**src/rtl/multicycle_ctrl_fsm.sv**
```systemverilog
// Multi-cycle control FSM: sequences FETCH/DECODE/EXEC/MEM/WB and drives datapath strobes.
// Every memory access is guarded by a wait counter; a missing ack halts with bus_err.
module multicycle_ctrl_fsm #(
    parameter int INSTR_W     = 32,
    parameter int OPC_W       = 6,
    parameter int ALUOP_W     = 3,
    parameter int CNT_W       = 16,
    parameter int MEM_TIMEOUT = 16
) (
    input  logic               clk,
    input  logic               rst,
    input  logic               run,
    input  logic [INSTR_W-1:0] instr,
    input  logic               alu_zero,
    input  logic               mem_ack,
    output logic               mem_req,
    output logic               mem_we,
    output logic               mem_iord,
    output logic               ir_write,
    output logic               pc_write,
    output logic [1:0]         pc_src,
    output logic               alu_src_b,
    output logic [ALUOP_W-1:0] alu_op,
    output logic               reg_write,
    output logic               reg_dst,
    output logic               mem_to_reg,
    output logic [2:0]         state_o,
    output logic               illegal,
    output logic               bus_err,
    output logic [CNT_W-1:0]   retired
);

    typedef enum logic [2:0] {
        S_IDLE   = 3'd0,
        S_FETCH  = 3'd1,
        S_DECODE = 3'd2,
        S_EXEC   = 3'd3,
        S_MEM    = 3'd4,
        S_WB     = 3'd5,
        S_HALT   = 3'd6
    } state_t;

    localparam int WCNT_W = (MEM_TIMEOUT > 2) ? $clog2(MEM_TIMEOUT) : 1;
    localparam logic [WCNT_W-1:0] WAIT_LAST = WCNT_W'(MEM_TIMEOUT - 1);

    localparam logic [OPC_W-1:0] OP_R    = OPC_W'(4'd0);
    localparam logic [OPC_W-1:0] OP_BEQ  = OPC_W'(4'd1);
    localparam logic [OPC_W-1:0] OP_BNE  = OPC_W'(4'd2);
    localparam logic [OPC_W-1:0] OP_SW   = OPC_W'(4'd3);
    localparam logic [OPC_W-1:0] OP_LW   = OPC_W'(4'd4);
    localparam logic [OPC_W-1:0] OP_ADDI = OPC_W'(4'd5);
    localparam logic [OPC_W-1:0] OP_ANDI = OPC_W'(4'd6);
    localparam logic [OPC_W-1:0] OP_ORI  = OPC_W'(4'd7);
    localparam logic [OPC_W-1:0] OP_SLTI = OPC_W'(4'd8);
    localparam logic [OPC_W-1:0] OP_J    = OPC_W'(4'd9);

    localparam logic [ALUOP_W-1:0] ALU_ADD   = ALUOP_W'(3'b000);
    localparam logic [ALUOP_W-1:0] ALU_SUB   = ALUOP_W'(3'b001);
    localparam logic [ALUOP_W-1:0] ALU_FUNCT = ALUOP_W'(3'b010);
    localparam logic [ALUOP_W-1:0] ALU_AND   = ALUOP_W'(3'b011);
    localparam logic [ALUOP_W-1:0] ALU_OR    = ALUOP_W'(3'b100);
    localparam logic [ALUOP_W-1:0] ALU_SLT   = ALUOP_W'(3'b111);

    state_t             state_r, next_state_s;
    logic [OPC_W-1:0]   opc_r;
    logic [WCNT_W-1:0]  wcnt_r;
    logic               illegal_r, bus_err_r;
    logic [CNT_W-1:0]   retired_r;
    logic [OPC_W-1:0]   opc_in_s;
    logic               in_mem_s, timeout_s, retire_s, illegal_set_s, bus_err_set_s;

    assign opc_in_s  = instr[INSTR_W-1 -: OPC_W];
    assign in_mem_s  = (state_r == S_FETCH) || (state_r == S_MEM);
    assign timeout_s = in_mem_s && !mem_ack && (wcnt_r == WAIT_LAST);
    assign state_o   = state_r;
    assign illegal   = illegal_r;
    assign bus_err   = bus_err_r;
    assign retired   = retired_r;

    // Next-state decode and per-state datapath strobes.
    always_comb begin
        next_state_s  = state_r;
        retire_s      = 1'b0;
        illegal_set_s = 1'b0;
        bus_err_set_s = 1'b0;
        mem_req       = 1'b0;
        mem_we        = 1'b0;
        mem_iord      = 1'b0;
        ir_write      = 1'b0;
        pc_write      = 1'b0;
        pc_src        = 2'd0;
        alu_src_b     = 1'b0;
        alu_op        = ALU_ADD;
        reg_write     = 1'b0;
        reg_dst       = 1'b0;
        mem_to_reg    = 1'b0;
        case (state_r)
            S_IDLE: begin
                next_state_s = run ? S_FETCH : S_IDLE;
            end
            S_FETCH: begin
                mem_req = 1'b1;
                if (mem_ack) begin
                    ir_write     = 1'b1;
                    pc_write     = 1'b1;
                    next_state_s = S_DECODE;
                end else if (timeout_s) begin
                    bus_err_set_s = 1'b1;
                    next_state_s  = S_HALT;
                end else begin
                    next_state_s = S_FETCH;
                end
            end
            S_DECODE: begin
                if (instr == {INSTR_W{1'b0}}) begin
                    retire_s = 1'b1;
                end else if (opc_in_s > OP_J) begin
                    illegal_set_s = 1'b1;
                    next_state_s  = S_HALT;
                end else begin
                    next_state_s = S_EXEC;
                end
            end
            S_EXEC: begin
                case (opc_r)
                    OP_R: begin
                        alu_op       = ALU_FUNCT;
                        next_state_s = S_WB;
                    end
                    OP_BEQ, OP_BNE: begin
                        alu_op   = ALU_SUB;
                        pc_src   = 2'd1;
                        pc_write = (opc_r == OP_BEQ) ? alu_zero : !alu_zero;
                        retire_s = 1'b1;
                    end
                    OP_J: begin
                        pc_src   = 2'd2;
                        pc_write = 1'b1;
                        retire_s = 1'b1;
                    end
                    OP_SW, OP_LW: begin
                        alu_src_b    = 1'b1;
                        next_state_s = S_MEM;
                    end
                    OP_ADDI, OP_ANDI, OP_ORI, OP_SLTI: begin
                        alu_src_b    = 1'b1;
                        alu_op       = (opc_r == OP_ANDI) ? ALU_AND :
                                       (opc_r == OP_ORI)  ? ALU_OR  :
                                       (opc_r == OP_SLTI) ? ALU_SLT : ALU_ADD;
                        next_state_s = S_WB;
                    end
                    default: begin
                        // Unreachable: DECODE filters opcodes above j.
                        illegal_set_s = 1'b1;
                        next_state_s  = S_HALT;
                    end
                endcase
            end
            S_MEM: begin
                mem_req   = 1'b1;
                mem_iord  = 1'b1;
                mem_we    = (opc_r == OP_SW);
                alu_src_b = 1'b1;
                if (mem_ack) begin
                    retire_s     = (opc_r == OP_SW);
                    next_state_s = S_WB;
                end else if (timeout_s) begin
                    bus_err_set_s = 1'b1;
                    next_state_s  = S_HALT;
                end else begin
                    next_state_s = S_MEM;
                end
            end
            S_WB: begin
                reg_write  = 1'b1;
                reg_dst    = (opc_r == OP_R);
                mem_to_reg = (opc_r == OP_LW);
                retire_s   = 1'b1;
            end
            S_HALT: begin
                next_state_s = S_HALT;
            end
            default: begin
                next_state_s = S_HALT;
            end
        endcase
        // A retiring instruction overrides whatever successor was chosen above.
        next_state_s = retire_s ? (run ? S_FETCH : S_IDLE) : next_state_s;
    end

    // State, latched opcode, wait counter, sticky flags and retired counter.
    always_ff @(posedge clk or posedge rst) begin
        if (rst) begin
            state_r   <= S_IDLE;
            opc_r     <= {OPC_W{1'b0}};
            wcnt_r    <= {WCNT_W{1'b0}};
            illegal_r <= 1'b0;
            bus_err_r <= 1'b0;
            retired_r <= {CNT_W{1'b0}};
        end else begin
            state_r <= next_state_s;
            if (state_r == S_DECODE) begin
                opc_r <= opc_in_s;
            end
            if (in_mem_s && !mem_ack && !timeout_s) begin
                wcnt_r <= wcnt_r + WCNT_W'(1'b1);
            end else begin
                wcnt_r <= {WCNT_W{1'b0}};
            end
            if (illegal_set_s) begin
                illegal_r <= 1'b1;
            end
            if (bus_err_set_s) begin
                bus_err_r <= 1'b1;
            end
            if (retire_s) begin
                retired_r <= retired_r + CNT_W'(1'b1);
            end
        end
    end

endmodule

```
**config.mk**
```make
export PLATFORM = sky130hd
export DESIGN_NAME = multicycle_ctrl_fsm
export DESIGN_NICKNAME = d
export VERILOG_FILES = /design/src/rtl/multicycle_ctrl_fsm.sv
export SDC_FILE = /design/constraint.sdc
export NUM_CORES = 1
export LEC_CHECK = 0
export BUFFER_PORTS_ARGS = -buffer_cell sky130_fd_sc_hd__buf_2
export CAP_MARGIN = 40
export CORE_ASPECT_RATIO = 0.8
export CORE_MARGIN = 2
export CORE_UTILIZATION = 55
export CTS_BUF_LIST = sky130_fd_sc_hd__clkbuf_4 sky130_fd_sc_hd__clkbuf_8
export DETAILED_ROUTE_END_ITERATION = 6
export PLACE_DENSITY = 0.89
export SLEW_MARGIN = 10
export SYNTH_ARGS = -nofsm -noshare
export SYNTH_HDL_FRONTEND = slang
export SYNTH_SLANG_ARGS = --single-unit
```
**constraint.sdc**
```tcl
create_clock -name clk -period 3.26 [get_ports clk]
set_clock_uncertainty 0.1 [all_clocks]
set_input_delay 0.326 -clock clk [delete_from_list [all_inputs] [get_ports clk]]
set_output_delay 0.326 -clock clk [all_outputs]
set_load 0.01 [all_outputs]
```
== Word-level counts from Yosys, hierarchy flattened ==
Index checks and enable logic that the tools add are counted.
Word-level totals
  register bits after elaboration: 31
  output and inout port bits: 35
Operators by class
  add/sub/neg operators: 2
  order comparisons: 1
  equal/unequal tests: 18
  multiplexer cells: 42
  reduce and logical (&&, ||, !) cells: 19
Operator list (count)
  zero test 32 bit: 1
  two-way mux 3 bit: 9
  == test 6 x 3 -> 1 bit (second input constant): 4
  two-way mux 1 bit: 20
  one-hot mux 3 bit (3 select lines): 2
  one-hot mux 3 bit (6 select lines): 1
  adder 16 x 1 -> 16 bit (second input constant): 1
  == test 6 x 2 -> 1 bit (second input constant): 2
  == test 6 x 4 -> 1 bit (second input constant): 2
  OR reduction 10 bit: 1
  one-hot mux 1 bit (2 select lines): 4
  == test 3 x 2 -> 1 bit (second input constant): 2
  == test 3 bit (second input constant): 2
  == test 6 x 1 -> 1 bit (second input constant): 1
  greater-than comparator 6 x 4 -> 1 bit (second input constant): 1
  zero test 6 bit: 1
  two-way mux 2 bit: 3
  inequality test 3 bit (second input constant): 2
  OR reduction 2 bit: 3
  OR reduction 6 bit: 1
  OR reduction 5 bit: 1
  adder 4 x 1 -> 4 bit (second input constant): 1
  == test 4 bit (second input constant): 1
  two-way mux 4 bit: 1
  other kinds (11): 15

== Longest topological paths before layout ==
  word-level depth: 8
  depth in mapped cells: 9
  mapped depth without buffers: 8

== Worst setup path before layout ==
Ideal clock, no wire load.
  path type: reg-to-reg
  start point: register state_r[0], in the netlist state_o[0]
  end point: register retired_r[1], in the netlist retired[1]
  library setup time: 0.128 ns
  arrival time: 1.786 ns
  slack: 1.246 ns
  stages on the path, launching flop included: 8
  path buffers: 1
  clock period less this slack: 2.014 ns
  path through: dfrtp_1 > buf_2 > inv_1 > nor3_2 > a31o_4 > a311oi_4 > nor2_2 > mux2_1
On the way
  word-level cells in the longest chain between the ends: 2
  elaborated cells between the ends (all ways): 5
  those cells by class: eq/ne: 4; mux: 1
RTL lines
  from (decl): RTL line 64  | state_t state_r, next_state_s;
  from (signal assigned): RTL line 201  | state_r <= next_state_s;
  == test 3 bit / == test 3 x 2 -> 1 bit (equally long branches): RTL line 97  | case (state_r)
  one-hot mux 1 bit (4 select lines) *: RTL line 97
  to (signal assigned): RTL line 199  | retired_r <= {CNT_W{1'b0}};
  to (signal assigned): RTL line 217  | retired_r <= retired_r + CNT_W'(1'b1);
  to (decl): RTL line 68  | logic [CNT_W-1:0] retired_r;
Every way passes the cells marked *; elsewhere a longest branch is shown, timed or not.
A chain may end at the register's enable or synchronous reset.

== Worst setup path after layout ==
  start point: register state_r[1], in the netlist state_o[1]
  end point: register retired_r[15], in the netlist retired[15]
The elaborated chain is that of the path after synthesis.

==> key figures <==
Route
  – WL/cell: 13.7 um
  – DRT iter0 DRCs: 73
  – Detailed Route WL: 4.54 mm
  – DRT Pass-1 Iters: 4
  – Final antenna-violating net count: 0
  – Vias: 1884
  – DRC Markers: 0
  – Post-DR vias/cell: 5.71

Final layout
  – Non-Filler Instances: 330
  – P&R area growth vs syn: 24.7%
  – Final Cell Area: 2430 um^2
  – Final core utilization: 71.1%
  – Antenna diode count: 0
  – Fin nets: 327
  – Ratio of cells with drive above 1 in the final layout: 33.3%

Min path
  – Min-Delay Path Class: input port to async pin

Clock network
  – Cts hold-fix bufs: 0
  – Htree depth: 2
  – Max Buffers Root-to-Sink: 2
  – CTS tree: yes
  – Sinks on Clock Net: 31
  – Postcts setup bufs: 0
  – Clock slew at reported path FFs: 0.07 ns
  – Root Buffer: clkbuf_8
  – # resized after CTS: 0
  – CTS buffer count: 5
  – Skew-Pair Late Insertion Delay: 0.27 ns

Die
  – Core Region: 3420 um^2
  – Die width: 70.6 um
  – Die height: 57.3 um
  – Die area: 4040 um^2
  – Initial Util: 57.0%
  – Row count: 19
  – IO Pins: 72

Yosys
  – Post-synthesis cell count: 216
  – Post-synthesis simple-gate area fraction: 30.3%
  – Synth async-reset ratio: 100%
  – XOR/XNOR share of the synthesized area: 8.97%
  – Synth Area in Compound Gates: 11.5%
  – Synth unique cells: 43
  – Most common cell in the synthesized netlist: dfrtp_1
  – Mapped Nets: 256
  – Most used DFF post-synth: dfrtp_1
  – Synthesized flop and latch total: 31
  – Yosys warnings: 0
  – Largest cells by area after synthesis: dfrtp_1 40%, xor2_1 6.7%, nor4_1 4.5%
  – Adder-cell area share of the yosys netlist: 1.92%
  – Mux cell area share after synthesis: 2.88%
  – Syn Area/Cell: 9.04 um^2
  – Largest family of logic cells by synthesized area: simple AND/OR/NAND/NOR gates
  – Top post-synthesis cells by count: 31 x dfrtp_1, 20 x nand2_1, 19 x nor2_1, 15 x xor2_1, 14 x nor4_1
  – Largest area contributor in the netlist: dfrtp_1
  – Synthesized area: 1950 um^2
  – Post-synth EDFFs: 0
  – Post-synth top area share: 39.7%
  – Part of the Yosys area used for sequential elements: 39.7%

Global routing
  – Overflow after GRT: 0
  – Initial antenna violation count: 0
  – First-pass GRT wire length: 7.40 mm
  – Largest net degree at the start of global routing: 19
  – Gr usage total: 23.2%
  – Vias in the first global route: 1632

STA
  – Worst hold slack: 0.00795 ns
  – Max-slew violations: 0
  – Period utilisation layout: 75.1%
  – RSZ-0062 raised after global routing: false
  – Shortest period the worst path allows: 2.45 ns
  – Tightest Pin Transition: 0.590 ns
  – Final worst slack: 0.813 ns
  – Final Hold Fails: 0
  – Worst slew margin: 60.6%
  – Final setup TNS: 0 ns
  – Setup violations, final: 0
  – FMAX: 409 MHz

Power and ir drop
  – Leakage: 1.30 nW
  – Power density cells: 427 nW/um^2
  – IR drop worst, VDD: 0.000354 V
  – Pwr Total: 1.04 mW

Placed design
  – GP Congestion: 0.927
  – Dpl hpwl: 3.53 mm
  – Worst slack, placed: 0.837 ns
  – IO Port Bufs: 71
  – Placed Area: 2340 um^2
  – DP Cell Count: 322

Critical path
  – WP data required: 3.36 ns
  – Worst setup SP type: flip-flop
  – CP Capture Type: flip-flop
  – Arr. time, crit path: 2.55 ns
  – Crit Path Class: flip-flop to flip-flop
  – Critical path fanouts, max: 14

Flow run
  – Max-cap viol count: 0

Run status
  – Outcome: finished, final reports clean
[state kept, by name, summed over array words and instances (netlist names)]
signal / flops
wcnt_r: 4
state_o: 3
retired: 16
opc_r: 6
illegal: 1
bus_err: 1
[report_power, final]
group	switching (mW)	leakage [nW]	total (mW)	internal, mW
clock	0.132	0.0491	0.298	0.166
combinational	0.144	0.843	0.250	0.106
sequential	0.0742	0.403	0.492	0.418
total	0.350	1.30	1.04	0.690
[layout make-up]
type,instances,area (um^2)
Tap cell,42,52.6
Sequential cell,31,776
Clock inverter,1,5.00
Inverter,9,33.8
Timing Repair Buffer,74,398
Multi-Input combinational cell,166,1080
Clock buffer,7,83.8
Fill cell,264,990
[routing by layer]
metal | vias to the layer above | global-route usage [%] | wire length [um]
met4 | 0 | 5.66 | 20
met3 | 2 | 5.48 | 340
met5 | - | 0 | 0
met1 | 889 | 32.9 | 2050
met2 | 77 | 36.7 | 2130
li1 | 916 | - | -
[cells by family (layout without fill, tap and decap cells)]
| kind of cell | Yosys count | count (layout) |
|---|---|---|
| buffers and inverters | 19 | 91 |
| adders and majority gates | 3 | 3 |
| muxes | 5 | 5 |
| DFF | 31 | 31 |
| AOI/OAI and AO/OA | 32 | 32 |
| and+or+nand+nor | 106 | 106 |
| xor gates and xnor gates | 20 | 20 |
[critical path: stages (launching register included)]
cell and delay [ns]:
dfrtp_1 0.59, nor3b_2 0.25, buf_4 0.20, nand3_1 0.10, nor3_2 0.30, a311oi_4 0.11, buf_4 0.22, nor4_1 0.32
xor2_1 0.18
[placed cells by master, fill, tap and decap left out, drive strengths merged, types with 9 or more instances in the layout]
cell type / n
buf: 74
dfrtp: 31
inv: 9
nand2: 20
nand3: 13
nor2: 20
nor3: 9
nor4: 15
o21ai: 13
xor2: 15
[worst paths after layout]
check,startpoint,endpoint,slack [ns],depth (start not counted)
setup / recovery,state_o[1]$_DFFE_PP0P_,retired[15]$_DFFE_PP0P_,0.81,8
hold / removal,rst,retired[11]$_DFFE_PP0P_,0.008,2
setup reg to reg,state_o[1]$_DFFE_PP0P_,retired[15]$_DFFE_PP0P_,0.81,8
hold reg to reg,bus_err$_DFFE_PP0P_,bus_err$_DFFE_PP0P_,0.35,1
max in group asynchronous,rst,opc_r[3]$_DFFE_PP0P_,2.55,3
min in group clk,instr[29],opc_r[3]$_DFFE_PP0P_,0.21,3
Power figures use the tool's default switching activity.
